**src/rtl/uart_tx_arbiter.sv**
```systemverilog
// Round-robin scheduler sharing one UART transmitter among four byte requesters.
// Define UART_ARB_TIMEOUT_EN to build the launch-to-done watchdog driving o_timeout.
module uart_tx_arbiter #(
    parameter int unsigned NUM_REQ        = 4,
    parameter int unsigned GAP_CYCLES     = 0,
    parameter int unsigned TIMEOUT_CYCLES = 5000
) (
    input  logic                   i_clk,
    input  logic                   i_rst,
    input  logic [NUM_REQ-1:0]     i_req,
    input  logic [8*NUM_REQ-1:0]   i_data,
    output logic [NUM_REQ-1:0]     o_grant,
    output logic                   o_tx_start,
    output logic [7:0]             o_tx_byte,
    input  logic                   i_tx_done,
    output logic                   o_busy,
    output logic                   o_timeout
);

    localparam bit          HAS_GAP  = (GAP_CYCLES != 0);
    localparam logic [15:0] GAP_LAST = 16'(GAP_CYCLES - 1);

    if (NUM_REQ != 4 || GAP_CYCLES > 65535 || TIMEOUT_CYCLES == 0 || TIMEOUT_CYCLES > 65535)
    begin : g_param_check
        $error("uart_tx_arbiter: unsupported parameter value");
    end

    typedef enum logic [1:0] {IDLE, LAUNCH, WAIT_DONE, GAP} state_t;

    state_t               state, state_nx;
    logic [1:0]           ptr, ptr_nx;
    logic [1:0]           win;
    logic                 win_vld;
    logic [7:0]           byte_nx;
    logic [NUM_REQ-1:0]   grant_nx;
    logic                 start_nx;
    logic [15:0]          gap_cnt, gap_nx;

`ifdef UART_ARB_TIMEOUT_EN
    localparam logic [15:0] WD_LAST = 16'(TIMEOUT_CYCLES - 1);
    logic [15:0] wd_cnt, wd_nx;
    logic        timeout_nx;
`endif

    // Search starts one past the last winner, so the last winner is checked last.
    always_comb begin
        win     = ptr;
        win_vld = 1'b0;
        for (int unsigned i = 1; i <= 4; i++) begin
            if (!win_vld && i_req[ptr + 2'(i)]) begin
                win     = ptr + 2'(i);
                win_vld = 1'b1;
            end
        end
    end

    always_comb begin
        state_nx = state;
        ptr_nx   = ptr;
        byte_nx  = o_tx_byte;
        grant_nx = '0;
        start_nx = 1'b0;
        gap_nx   = gap_cnt;
`ifdef UART_ARB_TIMEOUT_EN
        wd_nx      = wd_cnt;
        timeout_nx = o_timeout;
`endif
        case (state)
            IDLE: begin
                if (win_vld) begin
                    state_nx      = LAUNCH;
                    ptr_nx        = win;
                    byte_nx       = i_data[8*win +: 8];
                    grant_nx[win] = 1'b1;
                    start_nx      = 1'b1;
                end
            end
            LAUNCH: begin
                state_nx = WAIT_DONE;
`ifdef UART_ARB_TIMEOUT_EN
                wd_nx = '0;
`endif
            end
            WAIT_DONE: begin
                if (i_tx_done) begin
                    state_nx = HAS_GAP ? GAP : IDLE;
                    gap_nx   = '0;
                end
`ifdef UART_ARB_TIMEOUT_EN
                else if (wd_cnt == WD_LAST) begin
                    state_nx   = IDLE;
                    timeout_nx = 1'b1;
                end else begin
                    wd_nx = wd_cnt + 16'd1;
                end
`endif
            end
            GAP: begin
                if (gap_cnt == GAP_LAST) state_nx = IDLE;
                else                     gap_nx   = gap_cnt + 16'd1;
            end
            default: state_nx = IDLE;
        endcase
    end

    // All outputs are registered; o_busy is taken from the next state so it tracks the state exactly.
    always_ff @(posedge i_clk) begin
        if (i_rst) begin
            state      <= IDLE;
            ptr        <= 2'd3;
            o_tx_byte  <= '0;
            o_grant    <= '0;
            o_tx_start <= 1'b0;
            o_busy     <= 1'b0;
            gap_cnt    <= '0;
        end else begin
            state      <= state_nx;
            ptr        <= ptr_nx;
            o_tx_byte  <= byte_nx;
            o_grant    <= grant_nx;
            o_tx_start <= start_nx;
            o_busy     <= (state_nx != IDLE);
            gap_cnt    <= gap_nx;
        end
    end

`ifdef UART_ARB_TIMEOUT_EN
    always_ff @(posedge i_clk) begin
        if (i_rst) begin
            wd_cnt    <= '0;
            o_timeout <= 1'b0;
        end else begin
            wd_cnt    <= wd_nx;
            o_timeout <= timeout_nx;
        end
    end
`else
    assign o_timeout = 1'b0;
`endif

endmodule

```
**config.mk**
```make
export PLATFORM = sky130hd
export DESIGN_NAME = uart_tx_arbiter
export DESIGN_NICKNAME = d
export VERILOG_FILES = /design/src/rtl/uart_tx_arbiter.sv
export SDC_FILE = /design/constraint.sdc
export NUM_CORES = 1
export LEC_CHECK = 0
export ABC_AREA = 1
export CAP_MARGIN = 20
export CORE_MARGIN = 4
export CORE_UTILIZATION = 55
export CTS_BUF_LIST = sky130_fd_sc_hd__clkbuf_16
export CTS_CLUSTER_DIAMETER = 100
export DETAILED_ROUTE_END_ITERATION = 8
export DONT_BUFFER_PORTS = 1
export PLACE_DENSITY_LB_ADDON = 0.08
export SLEW_MARGIN = 10
export SYNTH_ARGS = -nofsm -noshare
export SYNTH_HDL_FRONTEND = slang
export SYNTH_SLANG_ARGS = --single-unit
```
**constraint.sdc**
```tcl
create_clock -name i_clk -period 1.6 [get_ports i_clk]
set_input_delay 0.24 -clock i_clk [delete_from_list [all_inputs] [get_ports i_clk]]
set_output_delay 0.24 -clock i_clk [all_outputs]
set_load 0.02 [all_outputs]
```
# Word level (Yosys, flattened, before mapping)
# Index checks and enable logic that the tools add are counted.
[totals]
ff_bits = 34
input_bits = 39
out_inout_bits = 15
word_cells = 66
[classes]
reduce_logical = 14
muxes = 26
n_lt_le_gt_ge = 6
n_addsub = 4
bitwise_logic = 2
eq_ne = 6
shift = 1
[op_table]
columns = ["operator", "count"]
rows = [
  ["$mux W16", 2],
  ["$pmux W16 S2", 1],
  ["$shiftx A32 B6 Y8", 1],
  ["$add A16 B1 Y16 const B", 1],
  ["$eq A16 B16 Y1 const B", 1],
  ["$lt A2 B3 Y1 const B", 5],
  ["$mux W2", 7],
  ["$mux W1", 10],
  ["$bmux W1 S2", 4],
  ["$pmux W2 S4", 1],
  ["$add A2 B2 Y2 const B", 2],
  ["$eq A2 B2 Y1 const B", 2],
  ["$logic_and A1 B1 Y1", 4],
  ["$ne A2 B2 Y1 const B", 2],
  ["$reduce_bool A2 Y1", 2],
  ["$logic_not A1 Y1", 3],
  ["$reduce_and A3 Y1", 1],
  ["$reduce_or A3 Y1", 1],
  ["$add A2 B1 Y2 const B", 1],
  ["$demux W1 S2", 1],
  ["$eq A2 B1 Y1 const B", 1],
  ["$ge A2 B1 Y1 const B", 1],
  ["$logic_not A2 Y1", 1],
  ["$not A1 Y1", 2],
  ["2 further kinds", 2],
]

# Logic depth before layout (Yosys ltp)
# Gate-level depths: netlist of run 1.
[depth]
ltp_word = 17
ltp_mapped = 16
mapped_depth_nobuf = 15

# Worst setup path before layout of run 1
# OpenSTA, ideal clock, no wires.
[synth_timing]
kind = "register to register"
startpoint = "reg gap_cnt[0]"
endpoint = "reg gap_cnt[7]"
path_stages_with_launch = 12
setup_time_ns = 0.118
path_slack_ns = -0.037
n_path_buf = 1
required_time_ns = 1.482
period_less_slack_ns = 1.637
arrival_time_ns = 1.519
path_cell_list = "dfxtp_1 ha_1 nand3_1 nor3_2 nand4_1 nand2_1 nand2_2 buf_6 nand2_2 nor2_1 o21ai_1 nor2_1"
[synth_via]
elab_chain_cells = 3
word_cells_on_any_way = 6
cone_classes = "add/sub: 1; eq/ne: 2; mux: 2; reduce/logical: 1"
[synth_rtl]
columns = ["element", "line_no", "rtl"]
rows = [
  ["start: declaration", "37", "logic [15:0] gap_cnt, gap_nx;"],
  ["start signal: assignment", "123", "gap_cnt <= gap_nx;"],
  ["$add A16 B1 Y16 / $eq A16 B16 Y1 (equally long branches)", "100, 99", ""],
  ["$mux W16 / $ne A2 B2 Y1 (equally long branches)", "--", ""],
  ["$pmux W16 S2 / $reduce_and A3 Y1 (equally long branches)", "--", ""],
]
# Parallel ways exist; a longest one is shown, timed or not. The select of a mux whose other input is x is not followed.
# A chain may end at the register's enable or synchronous reset.

# Worst setup path after layout of run 1
[layout_timing]
startpoint = "reg ptr[0]"
endpoint = "reg o_tx_byte[1]"
[layout_via]
elab_chain_cells = 14
word_cells_on_any_way = 27
cone_classes = "add/sub: 3; shift: 1; mux: 16; reduce/logical: 7"
[layout_rtl]
columns = ["element", "line_no", "rtl"]
rows = [
  ["start: declaration", "31", "logic [1:0] ptr, ptr_nx;"],
  ["start signal: assignment", "118", "ptr <= ptr_nx;"],
  ["$add A2 B1 Y2", "50, 51", ""],
  ["$bmux W1 S2", "50", "if (!win_vld && i_req[ptr + 2'(i)]) begin"],
  ["$mux W1 (not written as such)", "50", ""],
  ["$mux W1", "50", ""],
  ["$logic_not A1 Y1", "50", ""],
  ["$logic_and A1 B1 Y1", "50", ""],
  ["$mux W1", "50", ""],
  ["$logic_not A1 Y1", "50", ""],
  ["$logic_and A1 B1 Y1", "50", ""],
  ["$mux W1", "50", ""],
  ["$logic_not A1 Y1", "50", ""],
  ["$logic_and A1 B1 Y1", "50", ""],
  ["$mux W2 / $mux W1 (equally long branches)", "50", ""],
  ["$shiftx A32 B6 Y8 / $reduce_and A2 Y1 (equally long branches)", "--", ""],
  ["end signal: assignment", "119", "o_tx_byte <= byte_nx;"],
  ["end: declaration", "14", "output logic [7:0] o_tx_byte,"],
]
# Parallel ways exist; a longest one is shown, timed or not. The select of a mux whose other input is x is not followed.

==> results of run 1 <==
==> layout make-up <==
type | count | area, um^2
multi-input cells | 267 | 1592
clock inverters | 3 | 12.51
clock buffers | 5 | 125.1
inverters | 32 | 156.4
fillers | 232 | 591.8
well taps | 48 | 60.06
flip-flops and latches | 34 | 690.7
repair buffers | 50 | 460.4
==> worst reg2reg max path: cells and delay by family (launching register included) <==
family	cells	cell delay (ns)
DFF	1	0.42
buffers and inverters	3	0.24
and+or+nand+nor	13	0.99
==> cell usage after synthesis <==
library cell | instances | area, um^2
sky130_fd_sc_hd__nand2_4 | 2 | 22.52
sky130_fd_sc_hd__a211oi_1 | 1 | 7.510
sky130_fd_sc_hd__bufinv_8 | 1 | 17.52
sky130_fd_sc_hd__nand2_2 | 13 | 81.33
sky130_fd_sc_hd__inv_1 | 26 | 97.59
sky130_fd_sc_hd__nand2_1 | 104 | 390.4
sky130_fd_sc_hd__nand3_1 | 47 | 235.2
sky130_fd_sc_hd__or2_1 | 1 | 6.260
sky130_fd_sc_hd__o21ai_0 | 9 | 45.04
sky130_fd_sc_hd__ha_1 | 1 | 12.51
sky130_fd_sc_hd__or2_2 | 2 | 12.51
sky130_fd_sc_hd__buf_6 | 3 | 33.78
sky130_fd_sc_hd__clkbuf_1 | 2 | 7.510
sky130_fd_sc_hd__nor3_2 | 2 | 20.02
sky130_fd_sc_hd__nand3b_1 | 1 | 7.510
sky130_fd_sc_hd__a22oi_1 | 1 | 7.510
sky130_fd_sc_hd__a21oi_1 | 14 | 70.07
sky130_fd_sc_hd__inv_6 | 1 | 8.760
sky130_fd_sc_hd__dfxtp_1 | 34 | 680.7
sky130_fd_sc_hd__inv_2 | 4 | 15.01
sky130_fd_sc_hd__nor3_1 | 4 | 20.02
sky130_fd_sc_hd__o21ai_1 | 1 | 5.000
sky130_fd_sc_hd__buf_2 | 2 | 10.01
sky130_fd_sc_hd__conb_1 | 1 | 3.750
sky130_fd_sc_hd__xor2_1 | 5 | 43.79
sky130_fd_sc_hd__nand3_4 | 1 | 17.52
sky130_fd_sc_hd__nor2_1 | 48 | 180.2
sky130_fd_sc_hd__buf_4 | 2 | 15.01
sky130_fd_sc_hd__nand3_2 | 2 | 20.02
sky130_fd_sc_hd__nand4_1 | 4 | 25.02
==> flip-flops by register name, summed over array words and instances, names as in the netlist <==
name and count:
gap_cnt 16, o_tx_byte 8, o_grant 4, ptr 2
state 2, o_busy 1, o_tx_start 1
==> what timing repair did <==
action	CTS	global route
gates resized for setup	38	54
endpoints found under the setup margin	20	30
pin swaps	17	30
setup buffers	14	5
gates cloned	3	1
==> metrics by stage <==
| stage | setup TNS [ns] | cell area, um^2 | hold slack [ns] |
|---|---|---|---|
| final | -2.181 | 3097 | 0.02358 |
| after global routing | -4.383 | 3097 | 0.01424 |
| after CTS | -0.2780 | 2846 | 0.02340 |
| after detailed placement | -1.665 | 2430 | 0.3149 |
| after global placement | -1.213 | 2430 | 0.3116 |
| after floorplan | 0 | 2153 | 0.4527 |
==> per-layer routing <==
metal / global-route usage [%] / vias to the layer above / share of wire (%)
met4: 8.511 / 0 / 5.8
li1: - / 1192 / -
met3: 6.619 / 51 / 9.0
met2: 43.86 / 166 / 50
met5: 0 / - / 0
met1: 31.72 / 1190 / 35
==> final timing paths <==
kind,start,endpoint,slack [ns],cells past startpoint
worst max-delay path,ptr[0],o_tx_byte[1],-0.19,16
worst min-delay path,i_rst,gap_cnt[14],0.02,1
worst max register to register,ptr[0],o_tx_byte[1],-0.19,16
worst min register to register,gap_cnt[14],gap_cnt[14],0.47,2
==> power breakdown <==
group,leakage (nW),total (W),internal [W],switching [W]
logic,1.09,0.00549,0.00228,0.00320
registers,0.279,0.00141,0.00106,0.000356
clock network,0.0724,0.000936,0.000563,0.000373
==> logic make-up after synthesis <==
kind of cell	count (synthesis)	synth area share, %
and+or+nand+nor	231	49.00
buffers and inverters	41	9.681
DFF	34	32.11
AOI/OAI and AO/OA	26	6.375
xor gates and xnor gates	5	2.066
adders and majority gates	1	0.5902
other	1	0.1769
==> summary.md, run 1 <==
| Metric | Value |
|---|---|
| # clock sinks | `34` |
| Routed WL per cell | `~18 um` |
| Reported max-cap violation count | `0` |
| Total count of hold-check failures in the final report | `0` |
| Required time of the critical path | `1.78 ns` |
| Total nets after synthesis | `roughly 380` |
| Result of the run | `complete, but fails checks` |
| Final number of max-transition violations | `0` |
| I/O Buffers | `0` |
| Type of the worst min-delay path | `in -> reg` |
| Initial Util | `57.46%` |
| Clock buffers created by TritonCTS | `5` |
| Critical path fanouts, max | `7` |
| Antenna cell count | `0` |
| Setup repair after global routing missed its margin | `yes` |
| Io pins | `54` |
| Chip Width | `70.08 um` |
| Post-detailed-route count of antenna-violating nets | `0` |
| Detailed-route vias per instance | `slightly below 6` |
| Leak pwr | `1.443 nW` |
| Final Util | `a little over four fifths` |
| Via count of the first global-routing pass | `about 2200` |
| Largest net degree at the start of global routing | `20` |
| Die Outline Area | `a little under 5000 um^2` |
| Source-to-sink clock delay at the later pin of the worst-skew pair | `0.28 ns` |
| Setup Slack @ Placement | `-0.1735 ns` |
| Cell count after placement | `just over 400` |
| Critical path class | `reg -> reg` |
| Violated checks | `setup timing` |
| Drt first pass iters | `7` |
| Final Non-Filler Cells | `439` |
| Hold-fix buffer count after cts | `0` |
| Fraction of the yosys area taken by sequential cells | `32.11%` |
| Layout cells sized above 1 | `35.29%` |
| Endpoint kind of the worst setup timing path | `flip-flop` |
| Seq cells post-synth | `34` |
| Arrival @ worst endpoint | `1.97 ns` |
| Final Net Count | `430` |
| Cell area power density | `2530 nW/um^2` |
| Maximum number of buffers from clock root to sink | `2` |
| Worst setup slack after layout | `-0.1873 ns` |
| DP HPWL | `just under 4000 um` |
| Layout Skew | `0.005612 ns` |
| Site row count | `22` |
| Number of distinct standard cells referenced by the synthesized netlist | `30` |
| Synthesized area per cell | `about 6.3 um^2` |
| Area growth syn-to-layout | `46.10%` |
| Initial antenna violation count | `0` |
| CTS H-tree depth | `2` |
| Crit path cell chain | `inv_8 -> nand2_4 -> nand2_4 -> nand2_2 -> nand2_4 -> nand2_8 -> nand2_8 -> nand2_8 -> buf_12 -> nand2_8 -> nand2_1 -> nand2_1 -> nand2_1 -> nand3_2 -> nand2_1 -> inv_1` |
| TritonCTS clock tree | `done` |
| Combined area of all synthesized cells | `2120 um^2` |
| Clock-pin slew on the worst setup and hold paths | `0.05 ns` |
| Critical path startpoint category | `flip-flop` |
| Overall Power | `0.007836 W` |
| Most used cells in the layout excluding fill and tap cells | `80 x sky130_fd_sc_hd__nand2_1, 42 x sky130_fd_sc_hd__nor2_1, 41 x sky130_fd_sc_hd__buf_4` |
| Leading cell type in the layout, fill and taps excluded | `sky130_fd_sc_hd__nand2_1` |
| Total overflow reported by the global router | `0` |
| Min cycle time layout | `1.787 ns` |
| Highest clock frequency the design can meet | `559.5 MHz` |
| Final worst-path cycle share | `111.7%` |
| Drt initial violations | `241` |
| Number of setup violations in the final report | `18` |
| Peak supply drop | `1959 uV` |
| Die boundary height | `70.08 um` |
| Slowest stage cell on the critical path | `sky130_fd_sc_hd__dfxtp_4` |
| Worst path buffer plus inverter count | `3` |
| CTS Root Buffer Type | `sky130_fd_sc_hd__clkbuf_16` |
| Mapped Cells | `339` |
| Global-route wire length before repair | `10230 um` |
| Global-route usage over all layers | `25.85%` |
| Core Box Area | `around 3700 um^2` |
| Routability-driven placement congestion ratio | `0.8479` |
| Detailed Route WL | `between 8000 and 9000 um` |
| Crit path largest cell delay | `0.42 ns` |
| Yosys warns | `0` |
| Gate family responsible for the most delay along the worst path | `simple AND/OR/NAND/NOR gates` |
| DRC viols | `0` |
| Total number of vias | `2599` |
Note: power is estimated with default switching activity, not from simulation.
==> run 2: changes to the inputs <==
CORE_UTILIZATION = 50   (was 55)
==> run 2 against run 1 <==
  * The flow still finishes with violations (setup timing)
  * Total power down 16%
  * Hold slack barely moved
  * Wire length shrank 32%
  * Non-clock buffer count shrank 10
  * Cell count decreased by 2.5%
  * Register-to-register slack gained 0.12 ns
  * Clock skew decreased by 0.0036 ns
  * Flip-flop and latch count unchanged
  * Design area is 6.2% lower
  * Critical path type unchanged
  * Critical endpoint is now o_tx_byte[3]
  * Largest cell class unchanged
  * Highest routed layer unchanged
==> summary.md, run 2 (synthesized netlist as in run 1, its figures left out) <==
| Metric | Value |
|---|---|
| Result of the run | `complete, but fails checks` |
| Violated checks | `setup timing` |
| Filler cells | `344 (+48%)` |
| Drt first pass iters | `4 (-3)` |
| Total number of vias | `2227 (-14%)` |
| Fraction of power consumed by the clock network | `13.6% (+1.7 points)` |
| Switching power summed over all nets | `0.003001 W (-24%)` |
| Routability-driven placement congestion ratio | `0.8486 (about the same)` |
| DP HPWL | `3755 um (-3.1%)` |
| Min-Delay Startpoint | `i_rst` |
| Layout Skew | `0.001969 ns (-0.003642 ns)` |
| Setup repair after global routing missed its margin | `yes` |
| Initial Util | `52.24% (-5.2 points)` |
| Reported max-cap violation count | `0 (unchanged)` |
| Total count of hold-check failures in the final report | `0 (unchanged)` |
| Io pins | `54 (unchanged)` |
| R2r startpoint | `ptr[0]` |
| Number of setup violations in the final report | `8 (-10)` |
| Most used cells in the layout excluding fill and tap cells | `90 x sky130_fd_sc_hd__nand2_1, 40 x sky130_fd_sc_hd__nor2_1, 39 x sky130_fd_sc_hd__nand3_1` |
| Maximum number of buffers from clock root to sink | `2 (unchanged)` |
| Type of the worst min-delay path | `in -> reg` |
| Combinational Power Share | `65.9% (-4.1 points)` |
| Largest registers ranked by flip-flop count | `gap_cnt: 16 flops, o_tx_byte: 8 flops, o_grant: 4 flops` |
| Register share of total power | `20.4% (+2.3 points)` |
| Area growth syn-to-layout | `37.07%` |
| Final number of max-transition violations | `0 (unchanged)` |
| Switching part of the total power | `45.62% (-4.6 points)` |
| Largest register by flop count | `gap_cnt` |
| Drt initial violations | `99 (-59%)` |
| Worst reg-to-reg setup slack | `-0.07 ns (+0.12 ns)` |
| Peak supply drop | `1449 uV (-26%)` |
| Reg-to-Reg End | `o_tx_byte[3]` |
| Internal power | `0.003577 W (-8.4%)` |
| Die boundary height | `73.11 um (+4.3%)` |
| Total overflow reported by the global router | `0 (unchanged)` |
| Critical path fanouts, max | `8 (+1)` |
| Detailed Route WL | `5541 um (-32%)` |
| Critical path class | `reg -> reg` |
| Arrival @ worst endpoint | `1.84 ns (-0.13 ns)` |
| Hold path depth | `1 (unchanged)` |
| CTS H-tree depth | `2 (unchanged)` |
| Antenna cell count | `0 (unchanged)` |
| Via count of the first global-routing pass | `2068 (-5.4%)` |
| Post-detailed-route count of antenna-violating nets | `0 (unchanged)` |
| Leading cell type in the layout, fill and taps excluded | `sky130_fd_sc_hd__nand2_1` |
| FF-to-FF path depth | `16 (unchanged)` |
| Detailed-route vias per instance | `5.203 (-12%)` |
| Die Outline Area | `5345 um^2 (+8.8%)` |
| Chip Width | `73.11 um (+4.3%)` |
| Clock-pin slew on the worst setup and hold paths | `0.05 ns (about the same)` |
| Number of flip-flops in the largest register | `16 (unchanged)` |
| Worst setup slack after layout | `-0.06746 ns (+0.1198 ns)` |
| Routed WL per cell | `12.95 um (-30%)` |
| I/O Buffers | `0 (unchanged)` |
| Overall Power | `0.006577 W (-16%)` |
| Global-route wire length before repair | `8970 um (-12%)` |
| Initial antenna violation count | `0 (unchanged)` |
| CTS Root Buffer Type | `sky130_fd_sc_hd__clkbuf_16` |
| Source-to-sink clock delay at the later pin of the worst-skew pair | `0.27 ns (about the same)` |
| Core Box Area | `4058 um^2 (+10%)` |
| Leak pwr | `1.367 nW (-5.3%)` |
| Clock buffers created by TritonCTS | `5 (unchanged)` |
| Final Util | `71.60% (-12 points)` |
| Layout cells sized above 1 | `31.22% (-4.1 points)` |
| Critical path startpoint category | `flip-flop` |
| Cell area power density | `2264 nW/um^2 (-11%)` |
| Capture endpoint of the worst hold path | `gap_cnt[14]` |
| Highest clock frequency the design can meet | `599.7 MHz (+7.2%)` |
| Final Non-Filler Cells | `428 (-2.5%)` |
| Site row count | `23 (+4.5%)` |
| TritonCTS clock tree | `done` |
| Min cycle time layout | `1.667 ns (-0.1198 ns)` |
| Endpoint kind of the worst setup timing path | `flip-flop` |
| Largest net degree at the start of global routing | `20 (unchanged)` |
| DRC viols | `0 (unchanged)` |
| # clock sinks | `34 (unchanged)` |
| Final Net Count | `417 (-3.0%)` |
| Cell count after placement | `409 (unchanged)` |
| Required time of the critical path | `1.77 ns (about the same)` |
| Final worst-path cycle share | `104.2% (-7.5 points)` |
| Global-route usage over all layers | `20.96% (-4.9 points)` |
[run 2: changes by cell type in the layout (fill, tap and decap cells not counted), moves of 3 or more]
cell,change
sky130_fd_sc_hd__a21oi_1,-4
sky130_fd_sc_hd__buf_4,-12
sky130_fd_sc_hd__nand2_2,-6
sky130_fd_sc_hd__nand3_4,-3
sky130_fd_sc_hd__nand2_8,-4
sky130_fd_sc_hd__nand3_1,+3
sky130_fd_sc_hd__nand2_1,+10
sky130_fd_sc_hd__a21oi_2,+4
[run 2: cell type report]
class,instances,area (um^2),area share (%)
clock buffers,5,125.1,4.307
clock inverters,3,12.51,0.4307
inverters,32,145.1,4.996
multi-input cells,264,1464,50.39
flip-flops and latches,34,688.2,23.69
well taps,50,62.56,2.153
repair buffers,40,407.9,14.04
[run 2: repair_timing]
action,in CTS,in global routing
pin swaps,8,17
gates cloned,0,1
setup buffers,8,2
setup endpoints to repair,24,29
hold buffers,0,0
resized for setup,16,56
hold endpoints to repair,0,0
[run 2: metrics by stage]
| stage | setup TNS (ns) | setup slack, ns | hold WS (ns) | cell area [um^2] |
|---|---|---|---|---|
| finish | -0.4328 | -0.06746 | 0.02376 | 2905 |
| global route | -2.844 | -0.2006 | 0.01504 | 2905 |
| CTS | -0.2217 | -0.03575 | 0.02685 | 2681 |
| detailed placement | -0.8942 | -0.1207 | 0.3141 | 2430 |
| global placement | -0.5931 | -0.08978 | 0.3123 | 2430 |
| floorplan | 0 | 0.0008995 | 0.4527 | 2153 |
[run 2: worst max-delay path by stage]
stage               start           end  slack [ns]  cells past startpoint
2_1_floorplan  gap_cnt[1]    gap_cnt[7]      0.0009                     11
3_3_place_gp       ptr[0]  o_tx_byte[5]       -0.09                     14
3_5_place_dp       ptr[0]  o_tx_byte[5]       -0.12                     14
4_1_cts            ptr[0]  o_tx_byte[5]       -0.04                     16
5_1_grt            ptr[0]  o_tx_byte[3]       -0.20                     16
6_report           ptr[0]  o_tx_byte[3]       -0.07                     16
[run 2: worst max-delay path: stages, from the launching register on]
cell and delay, ns:
sky130_fd_sc_hd__dfxtp_2 0.32, sky130_fd_sc_hd__buf_12 0.13, sky130_fd_sc_hd__inv_8 0.07, sky130_fd_sc_hd__nand2_2 0.06, sky130_fd_sc_hd__nand2_2 0.09, sky130_fd_sc_hd__nand2_1 0.07
sky130_fd_sc_hd__nand2_2 0.09, sky130_fd_sc_hd__inv_4 0.06, sky130_fd_sc_hd__nand2_4 0.10, sky130_fd_sc_hd__nand2_8 0.08, sky130_fd_sc_hd__buf_4 0.15, sky130_fd_sc_hd__nand3_1 0.06
sky130_fd_sc_hd__nand2_1 0.06, sky130_fd_sc_hd__nand2_1 0.06, sky130_fd_sc_hd__nand3_1 0.07, sky130_fd_sc_hd__nand2_1 0.06, sky130_fd_sc_hd__inv_1 0.03
[run 2: metal layers]
metal	share of wire (%)	track usage, %	vias to the layer above
met4	0.52	3.279	0
met3	5.8	6.612	4
met1	45	28.22	1015
li1	-	-	1159
met2	48	33.37	49
met5	0	0	-
[run 2: power groups by stage]
stage | Sequential [W] | Clock (W) | Combinational (W)
after global placement | 0.00134 | 0 | 0.00352
after floorplan | 0.00131 | 0 | 0.00245
after global routing | 0.00137 | 0.000951 | 0.00481
after detailed placement | 0.00134 | 0 | 0.00355
final | 0.00134 | 0.000897 | 0.00434
after CTS | 0.00134 | 0.000910 | 0.00401
==> run 3: changes to the inputs <==
CORE_MARGIN = 8   (was 4)
GPL_TIMING_DRIVEN = 0   (was default)
==> run 3 against run 2 <==
  * The flow still finishes with violations (setup timing)
  * Largest cell class unchanged
  * Via count down 0.40%
  * Setup slack got worse by 0.025 ns
  * Sequential share of layout area grew 0.92 points
  * Total power grew 0.52%
  * Flip-flop and latch count unchanged
  * Clock power up 23%
  * Highest routed layer unchanged
  * Die area increased by 23%
  * Combinational power shrank 5.1%
  * Fmax shrank 1.5%
  * Register-to-register slack lost 0.02 ns
==> summary.md, run 3 (synthesized netlist as in run 1, its figures left out) <==
| Metric | Value |
|---|---|
| I/O Buffers | `0 (unchanged)` |
| CTS H-tree depth | `2 (unchanged)` |
| Result of the run | `complete, but fails checks` |
| Leak pwr | `1.333 nW (-2.5%)` |
| Initial Util | `52.61% (+0.37 points)` |
| Maximum number of buffers from clock root to sink | `2 (unchanged)` |
| Global-route usage over all layers | `15.54% (-5.4 points)` |
| Most used cells in the layout excluding fill and tap cells | `88 x sky130_fd_sc_hd__nand2_1, 45 x sky130_fd_sc_hd__nor2_1, 39 x sky130_fd_sc_hd__nand3_1` |
| Detailed-route vias per instance | `5.332 (+2.5%)` |
| Hold Worst Slack | `0.2375 ns (+0.2137 ns)` |
| Peak supply drop | `1465 uV (+1.1%)` |
| Total number of vias | `2218 (-0.40%)` |
| Clock buffers created by TritonCTS | `5 (unchanged)` |
| TritonCTS clock tree | `done` |
| Die Outline Area | `6579 um^2 (+23%)` |
| Arrival @ worst endpoint | `1.86 ns (+0.02 ns)` |
| Final Util | `70.56% (-1.0 points)` |
| Overall Power | `0.006611 W (+0.52%)` |
| Post-detailed-route count of antenna-violating nets | `0 (unchanged)` |
| Type of the worst min-delay path | `in -> reg` |
| Die boundary height | `81.11 um (+11%)` |
| Drt initial violations | `110 (+11%)` |
| Largest registers ranked by flip-flop count | `gap_cnt: 16 flops, o_tx_byte: 8 flops, o_grant: 4 flops` |
| Endpoint kind of the worst setup timing path | `flip-flop` |
| Site row count | `23 (unchanged)` |
| Via count of the first global-routing pass | `1816 (-12%)` |
| Worst slew margin | `66.13%` |
| Final Non-Filler Cells | `416 (-2.8%)` |
| Layout Skew | `0.002606 ns (+0.0006364 ns)` |
| Routed WL per cell | `13.40 um (+3.5%)` |
| Source-to-sink clock delay at the later pin of the worst-skew pair | `0.28 ns (about the same)` |
| Highest clock frequency the design can meet | `591.0 MHz (-1.5%)` |
| Final number of max-transition violations | `0 (unchanged)` |
| Final Net Count | `405 (-2.9%)` |
| Required time of the critical path | `1.77 ns (about the same)` |
| Setup Slack @ Placement | `-0.2162 ns (-0.09552 ns)` |
| Chip Width | `81.11 um (+11%)` |
| Detailed Route WL | `5575 um (+0.61%)` |
| Leading cell type in the layout, fill and taps excluded | `sky130_fd_sc_hd__nand2_1` |
| Clock-pin slew on the worst setup and hold paths | `0.06 ns (about the same)` |
| Global-route wire length before repair | `8128 um (-9.4%)` |
| Initial antenna violation count | `0 (unchanged)` |
| Total count of hold-check failures in the final report | `0 (unchanged)` |
| Number of flip-flops in the largest register | `16 (unchanged)` |
| Number of setup violations in the final report | `12 (+4)` |
| # clock sinks | `34 (unchanged)` |
| Violated checks | `setup timing` |
| Routability-driven placement congestion ratio | `0.8096 (-4.6%)` |
| Layout cells sized above 1 | `27.60% (-3.6 points)` |
| Area growth syn-to-layout | `34.12%` |
| Critical path class | `reg -> reg` |
| Cell count after placement | `389 (-4.9%)` |
| DRC viols | `0 (unchanged)` |
| Setup repair after global routing missed its margin | `yes` |
| Min cycle time layout | `1.692 ns (+0.02463 ns)` |
| Hold-fix buffer count after cts | `0 (unchanged)` |
| Drt first pass iters | `5 (+1)` |
| Final worst-path cycle share | `105.8% (+1.5 points)` |
| DP HPWL | `3872 um (+3.1%)` |
| CTS Root Buffer Type | `sky130_fd_sc_hd__clkbuf_16` |
| Total overflow reported by the global router | `0 (unchanged)` |
| Filler cells | `362 (+5.2%)` |
| Largest register by flop count | `gap_cnt` |
| Worst slew pin tran | `0.5081 ns` |
| Antenna cell count | `0 (unchanged)` |
| Largest net degree at the start of global routing | `13 (-35%)` |
| Critical path fanouts, max | `5 (-3)` |
| Io pins | `54 (unchanged)` |
| Core Box Area | `4029 um^2 (-0.71%)` |
| Cell area power density | `2326 nW/um^2 (+2.7%)` |
| Reported max-cap violation count | `0 (unchanged)` |
| Critical path startpoint category | `flip-flop` |
| Worst setup slack after layout | `-0.09209 ns (-0.02463 ns)` |
run 3: cell count changes in the layout (fill, tap and decap cells not counted), moves of 4 or more:
| cell | change |
|---|---|
| sky130_fd_sc_hd__a21oi_1 | +5 |
| sky130_fd_sc_hd__a21oi_2 | -5 |
| sky130_fd_sc_hd__buf_12 | -6 |
| sky130_fd_sc_hd__buf_4 | -11 |
| sky130_fd_sc_hd__nor2_1 | +5 |
| sky130_fd_sc_hd__nor2_2 | -4 |
run 3: path summary, 6_finish.rpt:
check         startpoint     endpoint  slack (ns)  cells past startpoint
min reg2reg  gap_cnt[14]  gap_cnt[14]        0.48                      2
max reg2reg   gap_cnt[0]   gap_cnt[7]       -0.09                     11
max           gap_cnt[0]   gap_cnt[7]       -0.09                     11
min            i_tx_done     state[1]        0.24                      3
run 3: critical path, cell delays in order (launching register included):
cell,delay [ns]
sky130_fd_sc_hd__dfxtp_4,0.35
sky130_fd_sc_hd__ha_4,0.14
sky130_fd_sc_hd__nand3_4,0.08
sky130_fd_sc_hd__nor3_4,0.15
sky130_fd_sc_hd__nand4_1,0.19
sky130_fd_sc_hd__nand2_2,0.14
sky130_fd_sc_hd__nand2_4,0.09
sky130_fd_sc_hd__buf_8,0.16
sky130_fd_sc_hd__nand2_4,0.08
sky130_fd_sc_hd__nor2_2,0.03
sky130_fd_sc_hd__o21ai_1,0.11
sky130_fd_sc_hd__nor2_1,0.05
run 3: final cells by class:
type / count / area [um^2] / area share, %
buffer: 8 / 78.83 / 2.773
inverter: 32 / 152.6 / 5.370
tap: 50 / 62.56 / 2.201
sequential: 34 / 699.4 / 24.60
clock inverter: 3 / 45.04 / 1.585
multi-input combinational: 265 / 1484 / 52.20
timing repair buffer: 19 / 195.2 / 6.866
clock buffer: 5 / 125.1 / 4.401
run 3: per-stage QoR:
| stage | area, um^2 | TNS [ns] |
|---|---|---|
| detailed placement | 2216 | -3.089 |
| floorplan | 2153 | 0 |
| global route | 2843 | -2.660 |
| finish | 2843 | -0.5892 |
| CTS | 2504 | -0.5106 |
| global placement | 2216 | -2.877 |
run 3: metal layers:
layer | track usage, % | part of all wire [%] | up-vias
li1 | - | - | 1141
met1 | 20.44 | 45 | 997
met2 | 23.10 | 46 | 70
met3 | 5.519 | 7.6 | 10
met4 | 5.000 | 1.6 | 0
met5 | 0 | 0 | -
run 3: repair_timing:
action | CTS | global route
pin swaps | 9 | 19
endpoints found under the setup margin | 26 | 29
buffers inserted | 7 | 9
cloned | 0 | 4
resized for setup | 20 | 58
run 3: power by group:
| part | internal, W | total [W] | leakage, nW | switching, W |
|---|---|---|---|---|
| clock network | 0.000733 | 0.00110 | 0.0760 | 0.000365 |
| registers | 0.00106 | 0.00140 | 0.281 | 0.000335 |
| logic | 0.00171 | 0.00412 | 0.975 | 0.00241 |
| total | 0.00350 | 0.00661 | 1.33 | 0.00311 |
